**config.mk**
```make
export PLATFORM = sky130hd
export DESIGN_NAME = axis_width_down
export DESIGN_NICKNAME = d
export VERILOG_FILES = /design/src/rtl/axis_pkg.sv /design/src/rtl/axis_keep_top_lane.sv /design/src/rtl/axis_width_down.sv
export SDC_FILE = /design/constraint.sdc
export NUM_CORES = 1
export LEC_CHECK = 0
export CORE_UTILIZATION = 30
export DETAILED_ROUTE_END_ITERATION = 8
export PLACE_DENSITY_LB_ADDON = 0.12
export SLEW_MARGIN = 40
export SYNTH_ARGS = -nofsm -noshare
export SYNTH_HDL_FRONTEND = slang
export SYNTH_SLANG_ARGS = --single-unit
```
**constraint.sdc**
```tcl
create_clock -name s_aclk -period 3.11 [get_ports s_aclk]
set_input_delay 0.7775 -clock s_aclk [delete_from_list [all_inputs] [get_ports s_aclk]]
set_output_delay 0.7775 -clock s_aclk [all_outputs]
set_load 0.05 [all_outputs]
```
**src/rtl/axis_pkg.sv**
```systemverilog
// Shared AXI-Stream definitions for the width-converter family.
// Contents:
//   AXIS_WIDE_W / AXIS_NARROW_W - default wide and narrow data widths
//   axis_wide_t / axis_narrow_t - packed beat structs (data, keep, last)
//   axis_wd_state_e             - down-converter state {EMPTY, DRAIN}
package axis_pkg;

  localparam int AXIS_WIDE_W   = 512;
  localparam int AXIS_NARROW_W = 64;

  typedef struct packed {
    logic [AXIS_WIDE_W-1:0]   data;
    logic [AXIS_WIDE_W/8-1:0] keep;
    logic                     last;
  } axis_wide_t;

  typedef struct packed {
    logic [AXIS_NARROW_W-1:0]   data;
    logic [AXIS_NARROW_W/8-1:0] keep;
    logic                       last;
  } axis_narrow_t;

  typedef enum logic [0:0] {
    EMPTY = 1'b0,
    DRAIN = 1'b1
  } axis_wd_state_e;

endpackage

```
**src/rtl/axis_keep_top_lane.sv**
```systemverilog
// Combinational priority encoder over a wide tkeep bus.
// Ports:
//   keep_i     - wide byte qualifiers, split into RATIO equal lanes
//   top_o      - index of the highest lane holding any set keep bit (0 if none)
//   all_zero_o - 1 when no keep bit is set at all
module axis_keep_top_lane #(
  parameter int KEEP_W = 64,
  parameter int RATIO  = 8,
  parameter int LANE_W = 3
) (
  input  logic [KEEP_W-1:0] keep_i,
  output logic [LANE_W-1:0] top_o,
  output logic              all_zero_o
);

  localparam int LANE_KEEP_W = KEEP_W / RATIO;

  // Ascending scan: the last hit wins, giving the highest non-null lane.
  always_comb begin
    top_o      = '0;
    all_zero_o = 1'b1;
    for (int i = 0; i < RATIO; i++) begin
      if (|keep_i[i*LANE_KEEP_W +: LANE_KEEP_W]) begin
        top_o      = LANE_W'(i);
        all_zero_o = 1'b0;
      end
    end
  end

endmodule

```
**src/rtl/axis_width_down.sv**
```systemverilog
// AXI-Stream down-converter: accepts one wide beat into a holding register and
// replays it as narrow beats, lane 0 first, stopping after the highest lane
// that carries any keep bit. Zero-bubble reload when the last lane hands off.
// Ports:
//   s_aclk, s_aresetn           - clock, async active-low reset
//   s_axis_t{data,keep,last}    - wide beat in; s_axis_tvalid/tready handshake
//   m_axis_t{data,keep,last}    - narrow beat out; m_axis_tvalid/tready handshake
// Handshake: a transfer happens on a rising edge where valid && ready; the
// source holds its beat stable until then. s_axis_tready never depends on
// s_axis_tvalid; m_axis_* hold stable while valid && !ready.
module axis_width_down
  import axis_pkg::*;
#(
  parameter int S_TDATA_WIDTH = AXIS_WIDE_W,
  parameter int M_TDATA_WIDTH = AXIS_NARROW_W
) (
  input  logic                       s_aclk,
  input  logic                       s_aresetn,
  input  logic [S_TDATA_WIDTH-1:0]   s_axis_tdata,
  input  logic [S_TDATA_WIDTH/8-1:0] s_axis_tkeep,
  input  logic                       s_axis_tlast,
  input  logic                       s_axis_tvalid,
  output logic                       s_axis_tready,
  output logic [M_TDATA_WIDTH-1:0]   m_axis_tdata,
  output logic [M_TDATA_WIDTH/8-1:0] m_axis_tkeep,
  output logic                       m_axis_tlast,
  output logic                       m_axis_tvalid,
  input  logic                       m_axis_tready
);

  localparam int RATIO  = S_TDATA_WIDTH / M_TDATA_WIDTH;
  localparam int LANE_W = (RATIO > 1) ? $clog2(RATIO) : 1;
  localparam int S_KW   = S_TDATA_WIDTH / 8;
  localparam int M_KW   = M_TDATA_WIDTH / 8;

  axis_wd_state_e           state_q;
  logic [S_TDATA_WIDTH-1:0] data_q;
  logic [S_KW-1:0]          keep_q;
  logic                     last_q;
  logic [LANE_W-1:0]        lane_q;
  logic [LANE_W-1:0]        top_q;
  // Held low through reset so the upstream FIFO sees tready=0 until the
  // first clock after release.
  logic                     rdy_q;

  logic [LANE_W-1:0] top_w;
  logic              all_zero_w;
  logic              m_hs;
  logic              beat_done;
  logic              accept;

  axis_keep_top_lane #(
    .KEEP_W (S_KW),
    .RATIO  (RATIO),
    .LANE_W (LANE_W)
  ) u_top_lane (
    .keep_i     (s_axis_tkeep),
    .top_o      (top_w),
    .all_zero_o (all_zero_w)
  );

  assign m_hs          = (state_q == DRAIN) && m_axis_tready;
  assign beat_done     = m_hs && (lane_q == top_q);
  assign s_axis_tready = rdy_q && ((state_q == EMPTY) || beat_done);
  assign accept        = s_axis_tvalid && s_axis_tready;

  always_ff @(posedge s_aclk or negedge s_aresetn) begin
    if (!s_aresetn) begin
      state_q <= EMPTY;
      data_q  <= '0;
      keep_q  <= '0;
      last_q  <= 1'b0;
      lane_q  <= '0;
      top_q   <= '0;
      rdy_q   <= 1'b0;
    end else begin
      rdy_q <= 1'b1;
      if (accept) begin
        // A keep-less non-last beat carries nothing worth emitting.
        if (all_zero_w && !s_axis_tlast) begin
          state_q <= EMPTY;
        end else begin
          state_q <= DRAIN;
          data_q  <= s_axis_tdata;
          keep_q  <= s_axis_tkeep;
          last_q  <= s_axis_tlast;
          lane_q  <= '0;
          top_q   <= top_w;
        end
      end else if (beat_done) begin
        state_q <= EMPTY;
      end else if (m_hs) begin
        lane_q <= lane_q + LANE_W'(1);
      end
    end
  end

  always_comb begin
    m_axis_tvalid = (state_q == DRAIN);
    m_axis_tdata  = '0;
    m_axis_tkeep  = '0;
    m_axis_tlast  = 1'b0;
    if (state_q == DRAIN) begin
      m_axis_tdata = data_q[lane_q*M_TDATA_WIDTH +: M_TDATA_WIDTH];
      m_axis_tkeep = keep_q[lane_q*M_KW +: M_KW];
      m_axis_tlast = last_q && (lane_q == top_q);
    end
  end

endmodule

```
==> results of run 1 <==
## layer usage
metal  track usage (%)  wire length, um
met5                 0              210
met3              5.36             5360
met1              23.5            36800
met4              5.02             1510
met2              33.4            46600
## report_power, final
part	internal, mW	switching [mW]	leakage (nW)
registers	11.5	2.17	6.94
clock network	4.76	3.42	1.14
logic	12.2	9.71	8.57
total	28.4	15.3	16.6
## flip-flops by register name, indices dropped and copies added (netlist names)
name / cells
lane_q: 3
top_q: 3
rdy_q: 1
last_q: 1
data_q: 512
m_axis_tvalid: 1
keep_q: 64
## cells by family after synthesis
family	after synthesis	synth area share, %
multiplexers	794	42.3
AO/OA/AOI/OAI	12	0.296
XOR/XNOR	5	0.157
buffers and inverters	113	2.93
other	1	0.0134
adder cells (fa/ha/maj)	1	0.0448
flip-flops	585	52.4
AND/OR/NAND/NOR	113	1.84
## stage by stage
stage	worst slack [ns]	TNS (ns)
detailed placement	-0.222	-87.86
finish	-0.234	-10.94
floorplan	0.0626	0
global placement	-0.232	-91.82
CTS	-0.332	-18.08
global route	-0.339	-19.78
## layout by cell type, fill, tap and decap left out, drive strengths merged
cell	instances
nor2	76
and2	1
o21ai	4
mux2i	73
a41oi	1
clkdlybuf4s50	580
or3	1
a21oi	1
nor2b	1
clkinv	16
dfrtp	585
diode	13
mux2	577
nor3	2
xnor2	3
nor4	17
a41o	1
nand2	8
mux4	144
a2bb2oi	1
a31oi	1
nand3	3
clkbuf	111
inv	3
buf	228
a31o	1
a21o	1
ha	1
conb	1
a211oi	1
nand4	4
xor2	2
## final timing paths
check | slack, ns | endpoint | cells after the start
worst max-delay path | -0.23 | m_axis_tdata[30] | 7
worst max register to register | 0.43 | data_q[6] | 8
worst min-delay path | 0.13 | keep_q[18] | 1
max in group asynchronous | 2.13 | data_q[419] | 2
min in group s_aclk | 0.50 | data_q[93] | 1
worst min register to register | 0.50 | data_q[93] | 1
## what timing repair did
| item | in CTS | in global routing |
|---|---|---|
| setup buffers | 16 | 4 |
| setup endpoints to repair | 72 | 72 |
| gates resized for setup | 106 | 16 |
| cloned | 9 | 1 |
| pin swaps | 8 | 27 |
## area by class of cell
cell class	instances	area (um^2)
Antenna cell	13	32.5
Clock buffer	110	2140
Clock inverter	18	150
Fill cell	8336	52100
Inverter	1	5.00
Multi-Input combinational cell	926	12500
Sequential cell	585	14700
Tap cell	1243	1560
Timing Repair Buffer	809	8780
==> metrics.md, run 1 <==
| Metric | Value |
|---|---|
| Status | complete, but fails checks |
| Violated checks | setup timing |
| Power per cell area | 1100 nW/um^2 |
| P_leak | 16.6 nW |
| Die footprint | 94300 um^2 |
| Vias in the first global route | 19653 |
| CTS HTree Levels | 3 |
| Vias/cell | 4.67 |
| Hold Crit Class | in -> async |
| CTS buffer count | 71 |
| Per-cell routed wire length | 24.4 um |
| Total Power | 43.7 mW |
| WHS | 0.131 ns |
| WP data arrival | 2.57 ns |
| Max-cap violations | 0 |
| CTS sink cnt | 585 |
| Top cell type by total area after synthesis | dfrtp_1 |
| Layout Nets | 2976 |
| Port buffer count | 655 |
| Vias | 17307 |
| Yosys reg bits | 585 |
| Slew Viols, Final | 0 |
| Nature of the critical path startpoint | flip-flop |
| Synth cell count leaders | dfrtp_1, mux2_4, mux2_2, mux4_2, nor2_1 |
| Finished Cell Area | 39800 um^2 |
| Slew @ Worst Pin | 0.688 ns |
| Chip height | 307 um |
| Core area | 91900 um^2 |
| Synth Flop Type | dfrtp_1 |
| Hold_buf cts | 0 |
| Post-Route WL | 90.5 mm |
| Worst Setup SP | lane_q[0] |
| Post-synth ARST share | 100% |
| Synth top area share | 52.4% |
| Initial Util | 30.4% |
| DR iter-0 viols | 793 |
| PnR worst setup slack | -0.234 ns |
| Ys Warns | 0 |
| Fmax | 299 MHz |
| Crit path buf inv count | 4 |
| Top area cells in the synthesized netlist | dfrtp_1, mux2_4, mux4_2 |
| Peak supply drop | 709 uV |
| CTS tree | yes |
| Most frequent CP cell | buf_16 |
| Grt ovf | 0 |
| Site Rows | 111 |
| Clock transition at the registers of the reported paths | 0.06 ns |
| Maximum buffer depth of the clock tree | 3 |
| Final Util | 43.3% |
| Largest net degree at the start of global routing | 73 |
| Sequential fraction of the synthesis area | 52.4% |
| Post-synth EDFFs | 0 |
| Cell Area, Placed | 36700 um^2 |
| Fin Clk Skew | 0.0222 ns |
| Gpl congestion | 0.819 |
| Share of cells above drive strength 1 | 44.0% |
| RSZ-0062 raised after global routing | true |
| R2R Path Start | lane_q[1] |
| Critical-path top delay cell | mux4_2 |
| Antenna violations before repair | 26 |
| Clk Latency, worst-skew pair | 0.64 ns |
| Ratio of final minimum period to clock period | 108% |
| Crit path time final | 3.34 ns |
| Syn_area_per_cell | 17.2 um^2 |
| Die W | 307 um |
| CP Class | reg -> out |
| Largest fanout on the critical path | 6 |
| Slew headroom | 54.1% |
| Cell count after synthesis | 1624 |
| Final Hold Fails | 0 |
| Library cells used by synthesis | 36 |
| Area growth from synthesis to layout | 42.6% |
| Post-DRT Antenna Nets | 0 |
| Clock root buffer | clkbuf_16 |
| DRC | 0 |
| CP Capture Type | primary output |
| IO Count | 656 |
| Count leader, synth | dfrtp_1 |
| CP cell instances | buf_12, buf_16, buf_16, mux4_2, mux2i_1, nor2_1, buf_6 |
| Syn Nets | 2206 |
| First-pass GRT wire length | 134 mm |
| Setup violations, final | 72 |
| Synth Cell Area | 27900 um^2 |
| CP max stage delay | 0.55 ns |
| Worst Path Required | 2.33 ns |
| Worst path top cell family by delay | multiplexers |
| Total Routing Usage GR | 19.3% |
| Post-route insts no fill | 3705 |
| Dpl cells | 3540 |
| First-pass DRT Iterations | 4 |
| Detail Placement HPWL | 66.3 mm |
(Power assumes the default switching activity.)
==> run 2, diff against run 1 <==
CORE_ASPECT_RATIO = 1.2   (was default)
SKIP_CTS_REPAIR_TIMING = 1   (was default)
TNS_END_PERCENT = 10   (was default)
==> metrics.md, run 2 (synthesized netlist as in run 1, its figures left out) <==
| Metric | Value |
|---|---|
| Max FFs per register | 512 (unchanged) |
| Slew @ Worst Pin | 0.552 ns (-0.136 ns) |
| Power per cell area | 1090 nW/um^2 (-0.72%) |
| Post-Route WL | 89.8 mm (-0.74%) |
| Core area | 92200 um^2 (+0.28%) |
| Crit path time final | 3.26 ns (-0.0872 ns) |
| Maximum buffer depth of the clock tree | 3 (unchanged) |
| Met2 track utilization from global routing | 32.9% (-0.47 points) |
| Gpl congestion | 0.813 (-0.70%) |
| Grt ovf | 0 (unchanged) |
| IO Count | 656 (unchanged) |
| R2R Path Start | lane_q[0] |
| First-pass DRT Iterations | 4 (unchanged) |
| PnR worst setup slack | -0.146 ns (+0.0872 ns) |
| First-pass GRT wire length | 131 mm (-1.9%) |
| CP Capture Type | primary output |
| CP cell instances | buf_6, mux4_2, mux2i_1, nor2_1, buf_4 |
| Vias | 17224 (-0.48%) |
| Top reg by flops | data_q |
| Nature of the critical path startpoint | flip-flop |
| Slew headroom | 63.1% (+9.0 points) |
| Ratio of final minimum period to clock period | 105% (-2.8 points) |
| Clock root buffer | clkbuf_16 |
| Peak supply drop | 732 uV (+3.2%) |
| Worst Path Required | 2.33 ns (about the same) |
| Largest net degree at the start of global routing | 54 (-26%) |
| Fin Clk Skew | 0.0199 ns (-0.00235 ns) |
| Hold Crit Class | in -> async |
| P_leak | 16.6 nW (-0.44%) |
| CTS sink cnt | 585 (unchanged) |
| Die W | 281 um (-8.7%) |
| Initial Util | 30.3% (-0.085 points) |
| Share of cells above drive strength 1 | 44.1% (+0.13 points) |
| M3 GR Usage | 6.00% (+0.63 points) |
| Slew Viols, Final | 0 (unchanged) |
| Total Power | 43.2 mW (-1.4%) |
| CTS buffer count | 69 (-2.8%) |
| Area growth from synthesis to layout | 41.7% |
| Commonest non-fill, non-tap cell in the layout | dfrtp_1 |
| Largest fanout on the critical path | 18 (+12) |
| Post-DRT Antenna Nets | 0 (unchanged) |
| Worst Setup SP | lane_q[0] |
| CP max stage delay | 0.62 ns (+0.07 ns) |
| Per-cell routed wire length | 24.3 um (-0.55%) |
| Reg area | 14700 um^2 (unchanged) |
| Max-cap violations | 0 (unchanged) |
| DRC | 0 (unchanged) |
| CP Class | reg -> out |
| Clock transition at the registers of the reported paths | 0.06 ns (about the same) |
| Vias in the first global route | 19620 (-0.17%) |
| Violated checks | setup timing |
| Status | complete, but fails checks |
| Vias/cell | 4.66 (-0.29%) |
| Top flop regs | data_q (512), keep_q (64) |
| Die footprint | 94300 um^2 (about the same) |
| Setup violations, final | 69 (-4.2%) |
| Clk Latency, worst-skew pair | 0.61 ns (-0.03 ns) |
| Multi-input logic area | 12500 um^2 (about the same) |
| CTS HTree Levels | 3 (unchanged) |
| Total Routing Usage GR | 18.9% (-0.41 points) |
| Fill count | 8487 (+1.8%) |
| GRT busiest layer | met2 |
| CTS tree | yes |
| RSZ-0062 raised after global routing | true |
| DR iter-0 viols | 558 (-30%) |
| Detail Placement HPWL | 66.7 mm (+0.52%) |
| Layout Nets | 2976 (unchanged) |
| Port buffer count | 655 (unchanged) |
| Antenna violations before repair | 37 (+42%) |
| Most frequent cells in the layout | dfrtp_1, clkdlybuf4s50_1, mux2_4, mux2_2, mux4_2 |
| Fmax | 307 MHz (+2.7%) |
| WP data arrival | 2.48 ns (-0.09 ns) |
| Final Hold Fails | 0 (unchanged) |
| Chip height | 336 um (+9.5%) |
| Site Rows | 122 (+9.9%) |
| Critical-path top delay cell | mux4_2 |
| WHS | 0.117 ns (-0.0139 ns) |
| Met1 usage | 21.8% (-1.7 points) |
-- run 2: cell count changes in the layout (fill, tap and decap cells not counted), sizes merged --
cell      previous run  this run
bufinv               0         7
inv                  3         2
clkinv              16        10
clkbuf             111       104
clkinvlp             0         2
diode               13        14
-- run 2: per-layer routing --
layer,part of all wire (%),wire [um]
met1,39,34900
met2,51,46200
met3,6.8,6110
met4,2.5,2220
met5,0.34,306
-- run 2: final cells by class --
cell class / instances / share of cell area (%)
Clock buffer: 101 / 5.26
Tap cell: 1240 / 3.92
Multi-Input combinational cell: 926 / 31.6
Sequential cell: 585 / 37.0
Antenna cell: 14 / 0.0886
Inverter: 1 / 0.0127
Clock inverter: 20 / 0.784
Timing Repair Buffer: 811 / 21.3
-- run 2: critical path: cells and delay by family, from the launching register on --
family / cells / cell delay (ns)
DFF: 1 / 0.47
buffers and inverters: 2 / 0.51
muxes: 2 / 0.82
and+or+nand+nor: 1 / 0.08
-- run 2: power by group --
part | internal (mW) | switching [mW]
logic | 11.4 | 9.48
registers | 11.5 | 2.18
clock network | 5.22 | 3.33
-- run 2: path summary, 6_finish.rpt --
| kind | slack [ns] | to | cells past startpoint |
|---|---|---|---|
| max in group asynchronous | 2.01 | data_q[251] | 3 |
| max | -0.15 | m_axis_tkeep[3] | 5 |
| min in group s_aclk | 0.50 | data_q[508] | 1 |
| min | 0.12 | data_q[5] | 1 |
| min reg2reg | 0.50 | data_q[508] | 1 |
| max reg2reg | 0.35 | data_q[64] | 8 |
-- run 2: through the flow --
stage	setup slack (ns)	util [%]	area, um^2	TNS [ns]	std cells
after floorplan	0.0626	-	27900	0	1624
after global placement	-0.312	39.8	36700	-159.08	3543
after detailed placement	-0.325	39.8	36700	-159.28	3543
after CTS	-0.329	42.4	39100	-14.84	3664
after global routing	-0.270	42.9	39600	-13.26	3695
final	-0.146	42.9	39600	-4.59	3698
